`config.mk`:
```
export PLATFORM = sky130hd
export DESIGN_NAME = ula_multiciclo
export DESIGN_NICKNAME = d
export VERILOG_FILES = /design/src/rtl/ula_pkg.sv /design/src/rtl/ula_mul_div_core.sv /design/src/rtl/ula_multiciclo.sv
export SDC_FILE = /design/constraint.sdc
export NUM_CORES = 1
export LEC_CHECK = 0
export CORE_MARGIN = 10
export CORE_UTILIZATION = 34
export CTS_CLUSTER_DIAMETER = 50
export DETAILED_ROUTE_END_ITERATION = 8
export GPL_TIMING_DRIVEN = 0
export PLACE_DENSITY_LB_ADDON = 0.3
export SLEW_MARGIN = 10
export SYNTH_ARGS = -nofsm -noshare
export SYNTH_HDL_FRONTEND = slang
export SYNTH_SLANG_ARGS = --single-unit
```
`constraint.sdc`:
```
create_clock -name clock -period 3.7 [get_ports clock]
set_input_delay 0.74 -clock clock [delete_from_list [all_inputs] [get_ports clock]]
set_output_delay 0.74 -clock clock [all_outputs]
set_load 0.005 [all_outputs]
```
`src/rtl/ula_pkg.sv`:
```
// rtl/ula_pkg.sv - opcodes, FSM states and op classification for ula_multiciclo
// Defining ULA_DIV_EN makes DIV/DIVU multicycle ops; otherwise they decode as illegal.
package ula_pkg;

  localparam logic [4:0] OP_SLL   = 5'd0;
  localparam logic [4:0] OP_SRL   = 5'd1;
  localparam logic [4:0] OP_SRA   = 5'd2;
  localparam logic [4:0] OP_SLLV  = 5'd3;
  localparam logic [4:0] OP_SRLV  = 5'd4;
  localparam logic [4:0] OP_SRAV  = 5'd5;
  localparam logic [4:0] OP_ADD   = 5'd6;
  localparam logic [4:0] OP_SUB   = 5'd7;
  localparam logic [4:0] OP_AND   = 5'd8;
  localparam logic [4:0] OP_OR    = 5'd9;
  localparam logic [4:0] OP_XOR   = 5'd10;
  localparam logic [4:0] OP_NOR   = 5'd11;
  localparam logic [4:0] OP_SLT   = 5'd12;
  localparam logic [4:0] OP_SLTU  = 5'd13;
  localparam logic [4:0] OP_LUI   = 5'd14;
  localparam logic [4:0] OP_ORI   = 5'd15;
  localparam logic [4:0] OP_MULT  = 5'd16;
  localparam logic [4:0] OP_MULTU = 5'd17;
  localparam logic [4:0] OP_DIV   = 5'd18;
  localparam logic [4:0] OP_DIVU  = 5'd19;
  localparam logic [4:0] OP_MFHI  = 5'd20;
  localparam logic [4:0] OP_MFLO  = 5'd21;
  localparam logic [4:0] OP_MTHI  = 5'd22;
  localparam logic [4:0] OP_MTLO  = 5'd23;

  typedef enum logic [1:0] {
    ST_IDLE = 2'd0,
    ST_RUN  = 2'd1,
    ST_FIX  = 2'd2
  } state_t;

  function automatic logic is_multicycle(input logic [4:0] op);
`ifdef ULA_DIV_EN
    return (op == OP_MULT) || (op == OP_MULTU) || (op == OP_DIV) || (op == OP_DIVU);
`else
    return (op == OP_MULT) || (op == OP_MULTU);
`endif
  endfunction

endpackage

```
`src/rtl/ula_mul_div_core.sv`:
```
// rtl/ula_mul_div_core.sv - iterative shift-add multiplier / restoring divider on magnitudes
// ULA_DIV_EN adds the divide step, the div port and div0 detection.
module ula_mul_div_core #(
  parameter int WIDTH = 32
) (
  input  logic             clock,
  input  logic             reset,
  input  logic             load,
  input  logic             step,
  input  logic             sgn,
`ifdef ULA_DIV_EN
  input  logic             div,
`endif
  input  logic [WIDTH-1:0] a,
  input  logic [WIDTH-1:0] b,
  output logic             last,
  output logic [WIDTH-1:0] hi_out,
  output logic [WIDTH-1:0] lo_out,
  output logic             div0
);

  localparam int CW = $clog2(WIDTH);

  logic [WIDTH-1:0]   hi_r, lo_r, b_r, a_mag, b_mag;
  logic [CW-1:0]      cnt;
  logic               neg_q;
  logic [WIDTH:0]     mul_sum;
  logic [2*WIDTH-1:0] prod;

  assign a_mag   = (sgn && a[WIDTH-1]) ? -a : a;
  assign b_mag   = (sgn && b[WIDTH-1]) ? -b : b;
  assign mul_sum = {1'b0, hi_r} + (lo_r[0] ? {1'b0, b_r} : '0);
  assign prod    = {hi_r, lo_r};
  assign last    = (cnt == CW'(WIDTH - 1));

`ifdef ULA_DIV_EN
  logic           div_r, neg_r, zero_r;
  logic [WIDTH:0] div_sh, div_diff;

  // A zero divisor never borrows, so the quotient fills with ones and the
  // remainder ends up holding |dividend|; the sign fix then restores In1.
  assign div_sh   = {hi_r, lo_r[WIDTH-1]};
  assign div_diff = div_sh - {1'b0, b_r};
  assign div0     = div_r && zero_r;

  always_comb begin
    if (div_r) begin
      lo_out = neg_q ? -lo_r : lo_r;
      hi_out = neg_r ? -hi_r : hi_r;
    end else begin
      {hi_out, lo_out} = neg_q ? -prod : prod;
    end
  end
`else
  assign div0 = 1'b0;
  assign {hi_out, lo_out} = neg_q ? -prod : prod;
`endif

  always_ff @(posedge clock) begin
    if (reset) begin
      hi_r  <= '0;
      lo_r  <= '0;
      b_r   <= '0;
      cnt   <= '0;
      neg_q <= 1'b0;
`ifdef ULA_DIV_EN
      div_r  <= 1'b0;
      neg_r  <= 1'b0;
      zero_r <= 1'b0;
`endif
    end else if (load) begin
      hi_r  <= '0;
      lo_r  <= a_mag;
      b_r   <= b_mag;
      cnt   <= '0;
      neg_q <= sgn && (a[WIDTH-1] ^ b[WIDTH-1]) && (b != '0);
`ifdef ULA_DIV_EN
      div_r  <= div;
      neg_r  <= sgn && a[WIDTH-1];
      zero_r <= (b == '0);
`endif
    end else if (step) begin
      cnt <= cnt + CW'(1);
`ifdef ULA_DIV_EN
      if (div_r) begin
        if (!div_diff[WIDTH]) begin
          hi_r <= div_diff[WIDTH-1:0];
          lo_r <= {lo_r[WIDTH-2:0], 1'b1};
        end else begin
          hi_r <= div_sh[WIDTH-1:0];
          lo_r <= {lo_r[WIDTH-2:0], 1'b0};
        end
      end else
`endif
      begin
        hi_r <= mul_sum[WIDTH:1];
        lo_r <= {mul_sum[0], lo_r[WIDTH-1:1]};
      end
    end
  end

endmodule

```
`src/rtl/ula_multiciclo.sv`:
```
// rtl/ula_multiciclo.sv - multicycle ALU: start/done handshake, base ops, HI/LO, mul/div engine
// ULA_DIV_EN enables DIV/DIVU; without it OP 18/19 complete in one cycle as illegal.
module ula_multiciclo import ula_pkg::*; #(
  parameter int WIDTH = 32,
  parameter int IMM_W = 16
) (
  input  logic             clock,
  input  logic             reset,
  input  logic             start,
  input  logic [4:0]       OP,
  input  logic [WIDTH-1:0] In1,
  input  logic [WIDTH-1:0] In2,
  input  logic [4:0]       shamt,
  input  logic [IMM_W-1:0] immediate,
  input  logic             bne,
  output logic             busy,
  output logic             done,
  output logic [WIDTH-1:0] result,
  output logic             Zero_flag,
  output logic             div0,
  output logic             illegal_op
);

  localparam int SW = $clog2(WIDTH);

  state_t           state;
  logic [WIDTH-1:0] hi, lo, base_res, core_hi, core_lo;
  logic             bne_q, base_ill, multi, core_last, core_div0;
  logic [SW-1:0]    fixed_sh, var_sh;

  assign multi     = is_multicycle(OP);
  assign fixed_sh  = SW'(shamt);
  assign var_sh    = In1[SW-1:0];
  assign Zero_flag = bne_q ? (result != '0) : (result == '0);

  always_comb begin
    base_res = '0;
    base_ill = 1'b0;
    case (OP)
      OP_SLL:  base_res = In2 << fixed_sh;
      OP_SRL:  base_res = In2 >> fixed_sh;
      OP_SRA:  base_res = $signed(In2) >>> fixed_sh;
      OP_SLLV: base_res = In2 << var_sh;
      OP_SRLV: base_res = In2 >> var_sh;
      OP_SRAV: base_res = $signed(In2) >>> var_sh;
      OP_ADD:  base_res = In1 + In2;
      OP_SUB:  base_res = In1 - In2;
      OP_AND:  base_res = In1 & In2;
      OP_OR:   base_res = In1 | In2;
      OP_XOR:  base_res = In1 ^ In2;
      OP_NOR:  base_res = ~(In1 | In2);
      OP_SLT:  base_res = {{(WIDTH-1){1'b0}}, $signed(In1) < $signed(In2)};
      OP_SLTU: base_res = {{(WIDTH-1){1'b0}}, In1 < In2};
      OP_LUI:  base_res = {immediate, {(WIDTH-IMM_W){1'b0}}};
      OP_ORI:  base_res = In1 | {{(WIDTH-IMM_W){1'b0}}, immediate};
      OP_MFHI: base_res = hi;
      OP_MFLO: base_res = lo;
      OP_MTHI, OP_MTLO: base_res = In1;
      // Only reached as a one-cycle op when the divider is not built.
      OP_DIV, OP_DIVU: base_ill = 1'b1;
      default: base_ill = 1'b1;
    endcase
  end

  ula_mul_div_core #(.WIDTH(WIDTH)) u_core (
    .clock  (clock),
    .reset  (reset),
    .load   (start && (state == ST_IDLE) && multi),
    .step   (state == ST_RUN),
    .sgn    ((OP == OP_MULT) || (OP == OP_DIV)),
`ifdef ULA_DIV_EN
    .div    ((OP == OP_DIV) || (OP == OP_DIVU)),
`endif
    .a      (In1),
    .b      (In2),
    .last   (core_last),
    .hi_out (core_hi),
    .lo_out (core_lo),
    .div0   (core_div0)
  );

  always_ff @(posedge clock) begin
    if (reset) begin
      state      <= ST_IDLE;
      busy       <= 1'b0;
      done       <= 1'b0;
      result     <= '0;
      hi         <= '0;
      lo         <= '0;
      div0       <= 1'b0;
      illegal_op <= 1'b0;
      bne_q      <= 1'b0;
    end else begin
      done       <= 1'b0;
      div0       <= 1'b0;
      illegal_op <= 1'b0;
      case (state)
        ST_IDLE: if (start) begin
          bne_q <= bne;
          if (multi) begin
            state <= ST_RUN;
            busy  <= 1'b1;
          end else begin
            done       <= 1'b1;
            result     <= base_res;
            illegal_op <= base_ill;
            if (OP == OP_MTHI) hi <= In1;
            if (OP == OP_MTLO) lo <= In1;
          end
        end
        ST_RUN: if (core_last) state <= ST_FIX;
        ST_FIX: begin
          state  <= ST_IDLE;
          busy   <= 1'b0;
          done   <= 1'b1;
          result <= core_lo;
          hi     <= core_hi;
          lo     <= core_lo;
          div0   <= core_div0;
        end
        default: state <= ST_IDLE;
      endcase
    end
  end

endmodule

```
After elaboration in Yosys (flattened, before gate mapping)

Index checks and enable logic that the tools add are counted.

Memories kept: 0
Memory bits (writable): 0
Output and inout port bits: 37
Bits in read-only memories: 0
Latch bits: 0
Logic and storage cells: 122
Register bits: 204
Input bits: 94

Equality and inequality tests: 31
Bitwise gates (word level): 8
Multiplexer cells: 30
Shifts and indexed selects: 6
Magnitude comparators: 2
$mul: 0
Reductions and logical operators: 25
Div/mod/pow operators: 0
$add $sub $neg: 7

Operators by type and width:

| operator             | count |
|---|---|
| $pmux W32 S19        | 1 |
| $mux W32             | 13 |
| $pmux W32 S2         | 3 |
| $lt A32 B32 Y1       | 2 |
| $mux W64             | 1 |
| $neg A32 Y32         | 2 |
| $neg A64 Y64         | 1 |
| $reduce_bool A32 Y1  | 2 |
| $shl A32 B5 Y32      | 2 |
| $shr A32 B5 Y32      | 2 |
| $sshr A32 B5 Y32     | 2 |
| $eq A5 B4 Y1 const B | 8 |
| $eq A5 B5 Y1 const B | 8 |
| $add A32 B33 Y33     | 1 |
| $add A32 B32 Y32     | 1 |
| $and A32 B32 Y32     | 1 |
| $logic_not A32 Y1    | 1 |
| $not A32 Y32         | 1 |
| $or A32 B16 Y32      | 1 |
| $or A32 B32 Y32      | 1 |
| $sub A32 B32 Y32     | 1 |
| $xor A32 B32 Y32     | 1 |
| $eq A5 B3 Y1 const B | 4 |
| $reduce_or A20 Y1    | 1 |
| other kinds (23)     | 48 |

Logic depth before layout (Yosys ltp)

Depth after elaboration: 6
Gate-level depth with buffers: 15

Modules after synthesis

From an unflattened synthesis, not the netlist that was laid out.

Cells, all modules: 3508
Area, all modules: 25355.6 um^2

Modules (own cells, without submodules):

| module           | area an instance (um^2) | times used | cells each | seq. area each (um^2) |
|---|---|---|---|---|
| ula_multiciclo   | 17060.1                 | 1          | 2453       | 2062.0 |
| ula_mul_div_core | 8295.5                  | 1          | 1055       | 2042.0 |

Worst setup path before layout

Ideal clock, no wire load.

Kind: input to register
Start point: in In1[4]
End point: reg result[30]
Arrival: 3.568 ns
Setup slack: 0.040 ns
Stages: 13
Cell sequence: clkbuf_1 -> inv_1 -> ha_1 -> clkbuf_1 -> nor2_1 -> a2111o_1 -> a31oi_1 -> o211ai_1 -> a41o_1 -> or3_1 -> a21oi_1 -> a2111oi_0 -> nor4_1

Cells in the longest elaborated chain, start to end: 5
Elaborated cells between the ends (all ways): 9
Those cells by class: 2 x add/sub; 3 x shift; 4 x mux

RTL lines:

| item                                     | line                  | source |
|---|---|---|
| from (decl)                              | ula_multiciclo.sv:11  | `input logic [WIDTH-1:0] In1,` |
| $sub A32 B32 Y32 (tied with other cells) | ula_multiciclo.sv:47  | `OP_SUB: base_res = In1 - In2;` |
| $pmux W32 S19 *                          | ula_multiciclo.sv:39  | `case (OP)` |
| $mux W32 *                               | ula_multiciclo.sv:100 | `if (multi) begin` |
| $mux W32 *                               | ula_multiciclo.sv:98  | `ST_IDLE: if (start) begin` |
| $pmux W32 S2 *                           | ula_multiciclo.sv:97  | `case (state)` |
| to (signal assigned)                     | ula_multiciclo.sv:105 | `result <= base_res;` |
| to (signal assigned)                     | ula_multiciclo.sv:116 | `result <= core_lo;` |
| to (decl)                                | ula_multiciclo.sv:18  | `output logic [WIDTH-1:0] result,` |

Every way passes the cells marked *; elsewhere a longest branch is shown, timed or not. The select of a mux whose other input is x is not followed.
A chain may end at the register's enable or synchronous reset.

Final worst setup path

Start point: in OP[1]
End point: reg result[19]

Cells in the longest elaborated chain, start to end: 6
Elaborated cells between the ends (all ways): 30
Those cells by class: 22 x eq/ne; 4 x mux; 4 x reduce/logical

RTL lines:

| item             | line                  | source |
|---|---|---|
| from (decl)      | ula_multiciclo.sv:10  | `input logic [4:0] OP,` |
| $eq A5 B5 Y1     | ula_multiciclo.sv:39  |  |
| $reduce_or A2 Y1 | ula_multiciclo.sv:39  |  |
| $pmux W32 S19    | ula_multiciclo.sv:39  |  |
| $mux W32         | ula_multiciclo.sv:100 |  |
| $mux W32         | ula_multiciclo.sv:98  |  |
| $pmux W32 S2     | ula_multiciclo.sv:97  |  |

Parallel ways exist; a longest one is shown, timed or not. The select of a mux whose other input is x is not followed.

==> load_flow_metrics.sql <==
INSERT INTO impl_metrics (metric_group, metric, value, unit) VALUES
('final_layout', 'nNetsFinal', '3820', ''),
('power', 'max-vdd-ir-drop', '0.000286', 'V'),
('power', 'p_leak', '11.4', 'nW'),
('power', 'power.density_cell_area', '311', 'mW/mm^2'),
('timing', 'fmaxAchievable', '259', 'MHz'),
('floorplan', 'std_cell_rows', '99', ''),
('route', 'detailroute.via_count', '32044', ''),
('floorplan', 'io_pins', '131', ''),
('run_status', 'outcome', 'finished, violations left', ''),
('critical_path', 'cpLargestDelayFamily', 'compound AO/OA/AOI/OAI gates', ''),
('synthesis', 'synthMostInstantiatedCell', 'nand2_1', ''),
('run_status', 'violated_checks', 'setup timing', ''),
('timing', 'fin_worst_skew', '44.0', 'ps'),
('cts', 'cts_hold_buffers', '0', ''),
('power', 'total_switching_power', '3.97', 'mW'),
('synthesis', 'number_of_standard_cells_after_synthesis', '3333', ''),
('final_layout', 'finalInstanceArea', '0.0314', 'sq mm'),
('timing', 'setup-tns-final', '-2190', 'ps'),
('placement', 'gp_congestion', '1.11', ''),
('synthesis', 'postSynthNetCount', '3580', ''),
('placement', 'placed_cell_area', '0.0276', 'sq mm'),
('timing', 'layout_min_cycle_time', '3860', 'ps'),
('timing', 'slack_of_the_critical_path', '-162', 'ps'),
('final_layout', 'final_core_utilization', '0.431', ''),
('synthesis', 'yosys.cell_types.count', '100', ''),
('global_routing', 'grt_pass1_wl', '243000', 'microns'),
('floorplan', 'initial_utilization', '0.343', ''),
('critical_path', 'worst-path-max-fanout', '10', ''),
('global_routing', 'grt_max_degree', '13', ''),
('synthesis', 'synth-warning-count', '0', ''),
('floorplan', 'dieHeight', '291', 'microns'),
('cts', 'cts-buffers-inserted', '37', ''),
('synthesis', 'netlist.area_leader.share', '0.163', ''),
('floorplan', 'coreArea', '0.0730', 'sq mm'),
('synthesis', 'async_flop_share', '0', ''),
('power', 'switching_share', '0.406', ''),
('floorplan', 'die-width', '291', 'microns'),
('timing', 'timing.hold.ws', '452', 'ps'),
('route', 'first_pass_iters', '9', ''),
('final_layout', 'proportion_of_layout_cells_with_a_drive_suffix_above_1', '0.201', ''),
('global_routing', 'antenna_violations_before_repair', '25', ''),
('synthesis', 'dominantRegCellSynth', 'dfxtp_1', ''),
('power', 'power.sequential.fraction', '0.236', ''),
('synthesis', 'synth_seq_cells', '204', ''),
('floorplan', 'die_area', '0.0849', 'sq mm'),
('route', 'routed_wirelength_normalized_by_instance_count', '39.5', 'microns'),
('route', 'drc_markers', '0', ''),
('critical_path', 'cp-end-kind', 'register', ''),
('global_routing', 'routing_usage_on_met2', '0.568', ''),
('worst_hold_path', 'min-delay-path-class', 'reg2reg', ''),
('final_layout', 'multiInputGateArea', '0.0209', 'sq mm'),
('final_layout', 'area.sequential', '0.00409', 'sq mm'),
('route', 'detailedRoute.firstIterationViolations', '5635', ''),
('route', 'postRouteAntennaNets', '0', ''),
('power', 'p_int', '5.81', 'mW'),
('cts', 'clkLatencyLatePin', '600', 'ps'),
('placement', 'port_buffers', '126', ''),
('critical_path', 'worst_setup_path_start_kind', 'primary input', ''),
('power', 'power_frac_comb', '0.384', ''),
('critical_path', 'timing.critical_path.slowest_stage_cell', 'a222oi_1', ''),
('global_routing', 'number_of_global_route_vias_before_repair', '29432', ''),
('global_routing', 'overflow', '0', ''),
('cts', 'htreeDepth', '2', ''),
('synthesis', 'yosysSeqAreaShare', '0.163', ''),
('timing', 'setup_viol', '38', ''),
('synthesis', 'synthesis.area', '0.0250', 'sq mm'),
('timing', 'min_period_over_period', '1.04', ''),
('final_layout', 'fillerInstances', '7588', ''),
('timing', 'tightestPinTransition', '1330', 'ps'),
('global_routing', 'grt.met1_usage', '0.509', ''),
('critical_path', 'worstPathArrival', '4320', 'ps');
[registers in the layout (all words and copies together) (netlist names)]
register and count:
lo 32, busy 1, u_core.neg_q 1, state 2, done 1, result 32
u_core.b_r 32, u_core.lo_r 32, illegal_op 1, hi 32, u_core.cnt 5, u_core.hi_r 32
bne_q 1
[per-stage QoR]
step	power (mW)	std cells	worst slack (ps)
6_report	9.78	4565	-162
5_1_grt	9.90	4560	-40.5
4_1_cts	9.44	4528	-96.1
3_5_place_dp	5.46	4421	-3420
3_3_place_gp	5.47	4418	-3550
2_1_floorplan	4.04	3333	40.5
[area by class of cell]
cell class | count | area share
clock inverters | 22 | 0.00976
well taps | 959 | 0.0382
multi-input cells | 2739 | 0.664
inverters | 112 | 0.0175
repair buffers | 221 | 0.0623
diodes | 5 | 0.000398
flip-flops and latches | 204 | 0.130
clock buffers | 45 | 0.0323
plain buffers | 258 | 0.0456
[worst reg2reg max path, cell delays in order (launching register included)]
cell and delay (ps):
dfxtp_1 400, or4_4 590, or3_4 370, o21ai_0 200, xor2_1 320, nor2_1 250, a21oi_2 350, nand4_1 380
a211oi_1 570, a41oi_1 180
[final timing paths]
kind,slack [ps],from,cells after the start,to
min,450,u_core.b_r[19],2,u_core.b_r[19]
max,-160,OP[1],13,result[19]
max reg2reg,-60,u_core.lo_r[11],9,result[17]
min reg2reg,450,u_core.b_r[19],2,u_core.b_r[19]
[what timing repair did]
item,in CTS,in global routing
buffers inserted,58,34
resized for setup,616,190
setup endpoints to repair,114,54
pin swaps,31,37
[routing by layer]
layer	vias up	wire [microns]	part of all wire
met2	2607	72000	0.40
li1	13068	-	-
met1	15687	69000	0.38
met4	12	14300	0.079
met5	-	72	0.00040
met3	670	25100	0.14
[cell usage in the layout (no fill, tap or decap), types with 29 or more instances in the layout]
cell type and count:
nor4_1 29, clkbuf_2 41, a311oi_1 51, a31oi_1 37, o211ai_1 38, ha_1 127
dfxtp_1 202, o22ai_1 51, a21oi_1 221, clkbuf_1 131, buf_2 31, a222oi_1 33
nand2_1 342, mux4_2 99, buf_4 125, nor3_1 75, inv_1 79, nor2_1 307
clkbuf_16 38, xnor2_1 116, mux2i_1 84, nand3_1 93, or3_1 32, clkdlybuf4s50_1 62
nand2b_1 31, xor2_1 41, a211oi_1 83, and2_1 42, o21ai_0 167, a21o_1 42
clkinvlp_4 33
[kinds of logic (layout without fill, tap and decap cells)]
logic type / after synthesis / after routing / synth area share
AO/OA/AOI/OAI: 1049 / 1049 / 0.285
XOR/XNOR: 158 / 158 / 0.0552
adder cells (fa/ha/maj): 153 / 153 / 0.0773
buffers and inverters: 390 / 658 / 0.0622
flip-flops: 204 / 204 / 0.163
multiplexers: 216 / 216 / 0.136
other: 1 / 6 / 0.000150
AND/OR/NAND/NOR: 1162 / 1162 / 0.221
[power by group through the flow]
stage               clock [mW]  sequential, mW  combinational [mW]
floorplan                    0            2.33                1.70
global placement             0            2.35                3.12
detailed placement           0            2.35                3.11
CTS                       3.71            2.31                3.42
global route              3.80            2.31                3.79
finish                    3.71            2.31                3.76
Power figures use the tool's default switching activity.
